--- src/rtl/fetch_unit.sv ---
// Instruction fetch front end: issues req/ack fetches at PC, queues returned
// words for decode, and handles redirects by flushing and squashing in-flight data.
module fetch_unit #(
    parameter int WIDTH = 16,
    parameter int INC   = 4,
    parameter int DEPTH = 2
) (
    input  logic             clk,
    input  logic             reset,
    input  logic [WIDTH-1:0] PC,
    output logic [WIDTH-1:0] next_pc,
    output logic             imem_req,
    output logic [WIDTH-1:0] imem_addr,
    input  logic             imem_ack,
    input  logic [WIDTH-1:0] imem_rdata,
    input  logic             redirect,
    input  logic [WIDTH-1:0] redirect_pc,
    output logic             instr_valid,
    output logic [WIDTH-1:0] instr,
    output logic [WIDTH-1:0] instr_pc,
    input  logic             instr_ready
);
    // state | meaning
    // IDLE  | no request outstanding; issue at PC when the queue has space
    // WAIT  | request outstanding; imem_addr held until imem_ack
    typedef enum logic {IDLE, WAIT} state_t;

    localparam int AW = $clog2(DEPTH);
    localparam int CW = AW + 1;
    localparam logic [CW-1:0]    DEPTH_C = CW'(DEPTH);
    localparam logic [WIDTH-1:0] INC_W   = WIDTH'(INC);

    state_t           state, state_nx;
    logic [CW-1:0]    count, count_nx;
    logic [AW-1:0]    rd_ptr, wr_ptr;
    logic [WIDTH-1:0] mem_instr [DEPTH];
    logic [WIDTH-1:0] mem_pc    [DEPTH];
    logic             squash, squash_nx;
    logic             req_nx;
    logic [WIDTH-1:0] addr_nx;
    logic             accept, push, pop;

    assign accept      = imem_req & imem_ack & ~squash;
    assign push        = accept & ~redirect;
    assign pop         = instr_valid & instr_ready;
    assign instr_valid = (count != '0);
    assign instr       = mem_instr[rd_ptr];
    assign instr_pc    = mem_pc[rd_ptr];

    always_comb begin
        next_pc = PC;
        if (reset)
            next_pc = '0;
        else if (redirect)
            next_pc = redirect_pc;
        else if (accept)
            next_pc = PC + INC_W;
    end

    // Flush wins over a simultaneous pop.
    always_comb begin
        count_nx = count;
        if (redirect)
            count_nx = '0;
        else if (push && !pop)
            count_nx = count + CW'(1);
        else if (!push && pop)
            count_nx = count - CW'(1);
    end

    always_comb begin
        state_nx  = state;
        req_nx    = imem_req;
        addr_nx   = imem_addr;
        squash_nx = squash;
        case (state)
            IDLE: begin
                if (!redirect && (count < DEPTH_C)) begin
                    req_nx   = 1'b1;
                    addr_nx  = PC;
                    state_nx = WAIT;
                end
            end
            WAIT: begin
                if (imem_ack) begin
                    squash_nx = 1'b0;
                    // After a squashed ack next_pc equals PC, i.e. the redirect target.
                    if (!redirect && (count_nx < DEPTH_C)) begin
                        addr_nx = next_pc;
                    end else begin
                        req_nx   = 1'b0;
                        state_nx = IDLE;
                    end
                end else if (redirect) begin
                    squash_nx = 1'b1;
                end
            end
            default: begin
                req_nx   = 1'b0;
                state_nx = IDLE;
            end
        endcase
    end

    always_ff @(posedge clk or posedge reset) begin
        if (reset) begin
            state     <= IDLE;
            imem_req  <= 1'b0;
            imem_addr <= '0;
            squash    <= 1'b0;
            count     <= '0;
            rd_ptr    <= '0;
            wr_ptr    <= '0;
            for (int i = 0; i < DEPTH; i++) begin
                mem_instr[i] <= '0;
                mem_pc[i]    <= '0;
            end
        end else begin
            state     <= state_nx;
            imem_req  <= req_nx;
            imem_addr <= addr_nx;
            squash    <= squash_nx;
            count     <= count_nx;
            if (redirect) begin
                rd_ptr <= '0;
                wr_ptr <= '0;
            end else begin
                if (push) begin
                    mem_instr[wr_ptr] <= imem_rdata;
                    mem_pc[wr_ptr]    <= imem_addr;
                    wr_ptr            <= wr_ptr + AW'(1);
                end
                if (pop)
                    rd_ptr <= rd_ptr + AW'(1);
            end
        end
    end

endmodule

--- config.mk ---
export PLATFORM = sky130hd
export DESIGN_NAME = fetch_unit
export DESIGN_NICKNAME = d
export VERILOG_FILES = /design/src/rtl/fetch_unit.sv
export SDC_FILE = /design/constraint.sdc
export NUM_CORES = 1
export LEC_CHECK = 0
export BUFFER_PORTS_ARGS = -buffer_cell sky130_fd_sc_hd__buf_4
export CELL_PAD_IN_SITES_DETAIL_PLACEMENT = 0
export CELL_PAD_IN_SITES_GLOBAL_PLACEMENT = 1
export CORE_MARGIN = 2
export CORE_UTILIZATION = 45
export DETAILED_ROUTE_END_ITERATION = 12
export GPL_TIMING_DRIVEN = 1
export PLACE_DENSITY = 0.93
export SYNTH_ARGS = -nofsm -noshare
export SYNTH_HDL_FRONTEND = slang
export SYNTH_SLANG_ARGS = --single-unit
--- constraint.sdc ---
create_clock -name clk -period 11.1 [get_ports clk]
set_clock_uncertainty 0.15 [all_clocks]
set_input_delay 3.33 -clock clk [delete_from_list [all_inputs] [get_ports clk]]
set_output_delay 3.33 -clock clk [all_outputs]
set_load 0.05 [all_outputs]
**Word-level counts from Yosys, hierarchy flattened**

Cells that the tools add are included.

- Bits in latches: 0
- Output and inout bits: 66
- Memory bits (read-only): 0
- Memories: 0
- Bits in writable memories: 0
- Input bits: 53
- Register bits after elaboration: 87
- Word-level logic and storage cells: 84

- $add $sub $neg: 5
- Equality and inequality tests: 4
- Multiplexer cells: 34
- Bitwise logic cells: 9
- Reductions and logical operators: 16
- Divide/modulo/power cells: 0
- $lt $le $gt $ge: 5
- Shift-type cells: 0
- Multiply operators: 0

Operators with widths:

| cell | number |
|---|---|
| $mux 16 | 13 |
| $bwmux 32 | 2 |
| $pmux 16 s2 | 1 |
| $add 16x3->16 const B | 1 |
| $demux 16 s1 | 1 |
| $mux 1 | 12 |
| $reduce_bool 2->1 | 4 |
| $mux 2 | 3 |
| $ne 2x2->1 const B | 3 |
| $reduce_and 3->1 | 2 |
| $logic_and 1x1->1 | 5 |
| $and 1x1->1 | 4 |
| $ge 2x2->1 const B | 2 |
| $lt 2x2->1 const B | 2 |
| $not 1->2 | 2 |
| $pmux 1 s2 | 2 |
| $reduce_and 2->1 | 2 |
| $logic_not 1->1 | 3 |
| $not 1->1 | 3 |
| $add 1x1->1 const B | 2 |
| $add 2x1->2 const B | 1 |
| $lt 2x1->1 const B | 1 |
| $ne 2x1->1 const B | 1 |
| $sub 2x1->2 const B | 1 |

**Depth between registers and ports, before layout**

Gate-level depths: netlist of run 1.

- Depth after elaboration: 13
- Gate-level depth with buffers: 9
- Mapped depth without buffers: 7

**Worst setup path after synthesis of run 1**

No wires, ideal clock.

- Path kind: input port to output port
- Start: input port reset
- End: output port next_pc[13]
- Data arrival time: 6842 ps
- Cell stages on the path: 4
- Data required time: 7620 ps
- Path buffers: 1
- Path slack: 778 ps
- Cells stage by stage: clkbuf_1 -> inv_1 -> o21a_1 -> a21boi_0

- Word-level cells in the longest chain between the ends: 1

Ends and longest elaborated chain:

| element | RTL line | RTL |
|---|---|---|
| start: declaration | 9 | `input logic reset,` |
| $mux 16 | 52 | `if (reset)` |
| end: declaration | 11 | `output logic [WIDTH-1:0] next_pc,` |

Every way passes these cells.

**Worst setup path after layout of run 1**

- Start: input port reset
- End: output port next_pc[15]

The elaborated chain is that of the path after synthesis.

==> impl_metrics.yaml, run 1 <==
worst_setup_path:
  critPathKind: "input port to primary output"
  arrival_ps: 5280
  required_ps: 7620
  start_kind: "input port"
  path_max_fanout: 52
  end_kind: "primary output"
logic_synthesis:
  synth_area_per_cell_sq_um: 11.7
  synth_edf_count: 0
  ys_ff_latch: 87
  ys_warn_count: 0
  ys_types: 48
  synth_nets: 453
  syn-instance-count: 398
  async_flop_share: 1.00
  ys.flop_type: "dfrtp_1"
  ys_seq_area_frac: 0.469
  syn_area_sq_um: 4640
routing:
  wire_per_inst_um: 17.4
  firstDrtPassIters: 4
  vias_per_cell: 5.47
  wl_mm: 11.2
  drt_iter0_markers: 149
  via_count: 3542
  drc: 0
  drtAntennaViolNets: 0
worst_hold_path:
  hold_path_class: "flop to flop"
floorplanning:
  die_x_um: 106
  die_h_um: 106
  rows: 37
  ios: 119
  core_sq_um: 10200
  die_area_sq_um: 11100
  start_util: 0.456
grt:
  grt_pass1_vias: 3582
  grt_start_max_net_pins: 53
  grt_usage: 0.204
  overflow: 0
  antenna_found_initial: 0
  grt_pass1_wl_mm: 18.0
clock_tree:
  insertion_delay_ps: 350
  cts-root-buf: "clkbuf_8"
  cts.repair.resized: 0
  clock_path_buffers: 2
  cts_setup_buffers: 0
  cts_buffers: 9
  cts_tree: "done"
  clk_pin_slew_ps: 90
  htreeDepth: 3
  hold_buffers: 0
  clkSinkCount: 87
timing:
  fmax_mhz: 114
  period_minus_slack_ps: 8760
  fin_tns_setup_ps: 0
  max_slew_margin: 0.360
  post-route-period-util: 0.789
  setup_viol_count_final: 0
  tightest_slew_ps: 960
  drv_slew: 0
  final_hold_viol_count: 0
  grt_setup_unrepaired: "false"
power:
  irDropWorstVdd_mv: 0.140
  leakagePower_nw: 2.72
  powerDensity_nw_per_um2: 319
finish:
  diodes: 0
  fillers: 881
  register_area_sq_um: 2180
  nets: 561
  fin_area_sq_um: 5820
  layout_commonest_cell: "buf_4"
  multiInputGateArea_sq_um: 2290
  drive_gt1_frac: 0.487
  area_growth_pct: 25.5
  most-common-layout-cells: "buf_4, mux2_2, dfrtp_1"
outcome:
  status: "finished clean"
placement:
  io_buffers: 118
  placed_area_sq_um: 5600
  gp_congestion: 0.812
  dp_hpwl_mm: 7.90
run:
  drv_cap: 0
## cell families (layout without fill, tap and decap cells)
kind of cell	after synthesis	in the layout	synth area share
AND/OR/NAND/NOR	85	85	0.0925
buffers and inverters	37	150	0.0380
flip-flops	87	87	0.469
AO/OA/AOI/OAI	58	58	0.0849
multiplexers	115	115	0.282
XOR/XNOR	14	14	0.0280
adder cells (fa/ha/maj)	2	2	0.00539
## critical path, stage by stage
cell      delay (ps)
buf_4            190
clkinv_2         490
buf_4            640
o21ai_0          240
a21oi_1          170
buf_4            220
## stage by stage
step	hold WS [ps]	worst slack (ps)	cells	total power [W]	util
after detailed placement	315	2230	631	0.00162	0.550
after global routing	374	2010	647	0.00195	0.572
after CTS	336	2240	647	0.00187	0.572
after global placement	307	2280	631	0.00159	0.550
after floorplan	294	778	398	0.00134	-
final	333	2340	647	0.00186	0.572
## area by class of cell
type                       count  area share
timing repair buffer         122       0.157
clock buffer                  10      0.0219
clock inverter                 6      0.0161
inverter                      12     0.00795
sequential                    87       0.374
multi-input combinational    274       0.394
tap                          136      0.0292
## power by group
part	internal, W	total, W	switching, W
combinational	0.000404	0.00104	0.000636
clock	0.000129	0.000245	0.000117
sequential	0.000463	0.000569	0.000107
## state kept, by name (all words and copies together), names as in the netlist
signal	count
squash	1
count	2
state	1
rd_ptr	1
imem_req	1
imem_addr	16
wr_ptr	1
mem_pc	32
mem_instr	32
## Yosys cell counts, types with 2 or more instances
library cell | n | area share
a211oi_1 | 9 | 0.015
inv_1 | 12 | 0.0097
nor2b_1 | 5 | 0.0067
o31ai_1 | 2 | 0.0032
xor2_1 | 8 | 0.015
and3_1 | 8 | 0.011
a31oi_1 | 2 | 0.0027
ha_1 | 2 | 0.0054
or3_1 | 3 | 0.0040
nor3_1 | 3 | 0.0032
xnor2_1 | 5 | 0.0094
buf_6 | 2 | 0.0049
mux2_4 | 6 | 0.019
o2bb2ai_1 | 2 | 0.0038
a21o_1 | 2 | 0.0032
buf_2 | 5 | 0.0054
nand2_1 | 20 | 0.016
nor2_1 | 23 | 0.019
nand3_1 | 9 | 0.0097
o21a_1 | 2 | 0.0032
a21boi_0 | 2 | 0.0032
a32oi_1 | 3 | 0.0057
a21oi_1 | 12 | 0.013
and4_1 | 3 | 0.0057
mux2_2 | 101 | 0.25
o21ai_0 | 11 | 0.012
mux2i_1 | 8 | 0.017
nand2b_1 | 4 | 0.0054
dfrtp_1 | 87 | 0.47
nand4b_1 | 2 | 0.0038
o22ai_1 | 2 | 0.0027
o311ai_0 | 2 | 0.0038
clkbuf_1 | 16 | 0.013
## path summary, 6_finish.rpt
check	slack, ps	to	cells after the start	startpoint
max in group asynchronous	6730	mem_instr[16]$_DFFE_PP0P_	3	reset
worst min-delay path	330	mem_pc[6]$_DFFE_PP0P_	2	mem_pc[6]$_DFFE_PP0P_
min in group asynchronous	3020	imem_req$_DFFE_PP0P_	2	reset
worst min register to register	330	mem_pc[6]$_DFFE_PP0P_	2	mem_pc[6]$_DFFE_PP0P_
worst max register to register	8020	imem_addr[0]$_DFFE_PP0P_	5	squash$_DFFE_PP0P_
worst max-delay path	2340	next_pc[15]	6	reset
## metal layers
metal	wire, um	vias up	global-route usage
met1	4950	1737	0.261
met3	615	15	0.0433
li1	-	1651	-
met2	5530	139	0.354
met5	0	-	0
met4	152	0	0.0479
Note: power is estimated with default switching activity, not from simulation.
==> inputs of run 2 (changes only) <==
Settings changed: CORE_UTILIZATION 45 to 42, PLACE_DENSITY 0.93 to 0.88.
Clock period 11.1 ns to 9 ns, I/O delays scaled along.
==> impl_metrics.yaml, run 2 (synthesized netlist as in run 1, its figures left out) <==
routing:
  drc: 0
  vias_per_cell: 5.37
  drtAntennaViolNets: 0
  drt_iter0_markers: 172
  wl_mm: 11.2
  via_count: 3498
  wire_per_inst_um: 17.3
  firstDrtPassIters: 4
clock_tree:
  cts_setup_buffers: 0
  cts_tree: "done"
  hold_buffers: 0
  htreeDepth: 3
  clk_pin_slew_ps: 90
  cts_buffers: 9
  insertion_delay_ps: 350
  cts.repair.resized: 0
  clkSinkCount: 87
  cts-root-buf: "clkbuf_8"
  clock_path_buffers: 2
worst_setup_path:
  path_buf_inv: 2
  cpMostUsedCell: "buf_4"
  start_kind: "input port"
  crit_family: "simple AND/OR/NAND/NOR gates"
  cp_cell_sequence: "buf_4 -> nand4b_1 -> nor3_1 -> nand2_1 -> xor2_1 -> a211oi_1 -> buf_4"
  path_max_fanout: 8
  arrival_ps: 4470
  cp_slowest_cell: "nor3_1"
  required_ps: 6150
  end_kind: "primary output"
  cpPeakStageDelay_ps: 520
  reg2reg_setup_slack_ps: 5930
  critPathKind: "input port to primary output"
placement:
  dp_hpwl_mm: 8.00
  placed_area_sq_um: 5610
  io_buffers: 118
  gp_congestion: 0.823
timing:
  tightest_slew_ps: 1020
  grt_setup_unrepaired: "false"
  drv_slew: 0
  period_minus_slack_ps: 7320
  max_slew_margin: 0.321
  fmax_mhz: 137
  setup_viol_count_final: 0
  fin_tns_setup_ps: 0
  final_hold_viol_count: 0
  post-route-period-util: 0.813
floorplanning:
  core_sq_um: 10800
  die_area_sq_um: 11900
  die_h_um: 109
  start_util: 0.430
  ios: 119
  die_x_um: 109
  rows: 38
power:
  irDropWorstVdd_mv: 0.246
  leakagePower_nw: 2.72
  powerDensity_nw_per_um2: 393
worst_hold_path:
  hold_path_class: "flop to flop"
grt:
  antenna_found_initial: 0
  grt_pass1_wl_mm: 17.6
  grt_start_max_net_pins: 55
  grt_usage: 0.191
  grt_pass1_vias: 3464
  overflow: 0
finish:
  area_growth_pct: 25.9
  nets: 561
  most-common-layout-cells: "buf_4, mux2_2, dfrtp_1"
  reg_top3: "mem_instr x32, mem_pc x32, imem_addr x16"
  layout_commonest_cell: "buf_4"
  fin_area_sq_um: 5840
  diodes: 0
  drive_gt1_frac: 0.489
run:
  drv_cap: 0
outcome:
  status: "finished clean"
run 2: changes by cell type in the layout (fill, tap and decap cells not counted), sizes merged:
cell,previous run,this run
inv,12,15
clkinv,3,0
run 2: final cells by class:
cell class | instances | area (sq um)
Fill cell | 933 | 4950
Multi-Input combinational cell | 274 | 2290
Sequential cell | 87 | 2180
Timing Repair Buffer | 122 | 916
Tap cell | 140 | 175
Clock buffer | 10 | 138
Clock inverter | 6 | 95.1
Inverter | 12 | 48.8
run 2: layer usage:
metal / global-route usage / wire length [um]
met5: 0 / 0
met4: 0.0577 / 93
met3: 0.0377 / 630
met2: 0.324 / 5730
met1: 0.245 / 4780
run 2: worst min-delay path, cell delays in order, from the launching register on:
cell and delay, ps:
dfrtp_1 350, nand2_1 40, o21ai_0 60
run 2: worst paths after layout:
kind	startpoint	endpoint	cells past startpoint
worst max-delay path	imem_ack	next_pc[9]	7
worst min-delay path	mem_pc[5]$_DFFE_PP0P_	mem_pc[5]$_DFFE_PP0P_	2
worst max register to register	imem_req$_DFFE_PP0P_	imem_addr[14]$_DFFE_PP0P_	5
worst min register to register	mem_pc[5]$_DFFE_PP0P_	mem_pc[5]$_DFFE_PP0P_	2
max in group asynchronous	reset	mem_instr[29]$_DFFE_PP0P_	3
min in group asynchronous	reset	imem_req$_DFFE_PP0P_	2
run 2: metrics by stage:
stage               utilization  worst slack [ps]  cells  total power (W)  hold WS, ps
finish                    0.541              1680    651          0.00229          333
global route              0.541              1550    651          0.00242          368
CTS                       0.541              1680    651          0.00231          336
detailed placement        0.520              1680    635          0.00199          315
global placement          0.520              1710    635          0.00196          308
floorplan                     -               852    398          0.00165          294
run 2: power breakdown:
part | switching [W] | total [W] | leakage, nW | internal [W]
registers | 0.000132 | 0.000702 | 1.09 | 0.000571
logic | 0.000776 | 0.00127 | 1.51 | 0.000498
clock network | 0.000149 | 0.000317 | 0.118 | 0.000168
total | 0.00106 | 0.00229 | 2.72 | 0.00124
==> inputs of run 3 (changes only) <==
Settings changed: CORE_UTILIZATION 42 to 38, PLACE_DENSITY 0.88 to 0.84.
Clock period 9 ns to 6.4 ns, I/O delays scaled along.
==> impl_metrics.yaml, run 3 (synthesized netlist as in run 1, its figures left out) <==
finish:
  layout_commonest_cell: "buf_4"
  register_area_sq_um: 2180
  drive_gt1_frac: 0.491
  reg_top3: "mem_instr x32, mem_pc x32, imem_addr x16"
  nets: 563
  multiInputGateArea_sq_um: 2290
  most-common-layout-cells: "buf_4, mux2_2, dfrtp_1"
  diodes: 0
  fillers: 1088
  area_growth_pct: 28.8
floorplanning:
  die_h_um: 114
  start_util: 0.388
  core_sq_um: 12000
  die_x_um: 114
  die_area_sq_um: 13100
  rows: 40
  ios: 119
timing:
  setup_viol_count_final: 0
  grt_setup_unrepaired: "false"
  fin_tns_setup_ps: 0
  fmax_mhz: 170
  setup_slack_ps: 508
  drv_slew: 0
  post-route-period-util: 0.921
  period_minus_slack_ps: 5890
  final_hold_viol_count: 0
  tightest_slew_ps: 1060
  max_slew_margin: 0.292
worst_setup_path:
  path_max_fanout: 8
  arrival_ps: 3820
  reg2reg_to: "imem_addr[2]$_DFFE_PP0P_"
  critPathKind: "input port to primary output"
  r2r_cells: 5
  start_kind: "input port"
  crit_start: "imem_ack"
  r2r-start: "squash$_DFFE_PP0P_"
  reg2reg_setup_slack_ps: 3330
  required_ps: 4330
  end_kind: "primary output"
  crit_path_end: "next_pc[9]"
routing:
  firstDrtPassIters: 4
  drtAntennaViolNets: 0
  vias_per_cell: 5.32
  drt_iter0_markers: 150
  via_count: 3510
  drc: 0
  wire_per_inst_um: 17.3
  wl_mm: 11.4
placement:
  io_buffers: 118
  dp_hpwl_mm: 8.15
  dp_slack_ps: 582
  gp_congestion: 0.812
run:
  drv_cap: 0
outcome:
  status: "finished clean"
power:
  irDropWorstVdd_mv: 0.276
  leakagePower_nw: 2.78
  powerDensity_nw_per_um2: 568
grt:
  overflow: 0
  antenna_found_initial: 0
  grt_start_max_net_pins: 52
  grt_pass1_vias: 3509
  grt_usage: 0.178
  grt_pass1_wl_mm: 18.1
clock_tree:
  clk_pin_slew_ps: 60
  clock_path_buffers: 2
  cts.repair.resized: 0
  htreeDepth: 3
  cts_buffers: 9
  insertion_delay_ps: 340
  cts_setup_buffers: 0
  cts_tree: "done"
  cts-root-buf: "clkbuf_16"
  hold_buffers: 0
  clkSinkCount: 87
worst_hold_path:
  hold_path_class: "flop to flop"
## run 3: area by class of cell
cell class | count | share of cell area
clock inverters | 7 | 0.0201
multi-input cells | 274 | 0.383
inverters | 12 | 0.00816
flip-flops and latches | 87 | 0.364
repair buffers | 124 | 0.156
clock buffers | 9 | 0.0377
well taps | 147 | 0.0308
## run 3: power breakdown
part | switching (W) | internal, W | leakage, nW
clock network | 0.000223 | 0.000383 | 0.166
registers | 0.000190 | 0.000804 | 1.09
logic | 0.00109 | 0.000702 | 1.52
## run 3: per-layer routing
layer	global-route usage	vias to the layer above	wire length, um
li1	-	1654	-
met1	0.217	1747	5030
met2	0.313	92	5640
met3	0.0296	17	542
met4	0.0707	0	199
met5	0	-	0
## run 3: how the worst min path moves through the flow
| stage | slack, ps | from | cells after the start | end |
|---|---|---|---|---|
| detailed placement | 330 | mem_pc[6]$_DFFE_PP0P_ | 2 | mem_pc[6]$_DFFE_PP0P_ |
| global placement | 310 | mem_pc[5]$_DFFE_PP0P_ | 2 | mem_pc[5]$_DFFE_PP0P_ |
| CTS | 340 | mem_pc[6]$_DFFE_PP0P_ | 2 | mem_pc[6]$_DFFE_PP0P_ |
| global route | 370 | mem_instr[30]$_DFFE_PP0P_ | 1 | mem_instr[30]$_DFFE_PP0P_ |
| finish | 340 | mem_pc[6]$_DFFE_PP0P_ | 2 | mem_pc[6]$_DFFE_PP0P_ |
| floorplan | 290 | mem_pc[5]$_DFFE_PP0P_ | 2 | mem_pc[5]$_DFFE_PP0P_ |
## run 3: critical path, cell delays in order
cell,delay [ps]
buf_4,110
nand4b_1,310
nor3_1,540
nand2_1,160
xor2_1,180
a211oi_1,340
buf_4,260
## run 3: metrics by stage
step	hold slack (ps)	util	instance area [sq um]	std cells	total power (W)
finish	337	0.500	5980	660	0.00339
global route	367	0.500	5980	660	0.00357
CTS	340	0.500	5980	660	0.00342
detailed placement	325	0.471	5630	644	0.00280
global placement	308	0.471	5630	644	0.00276
floorplan	294	-	4640	398	0.00232
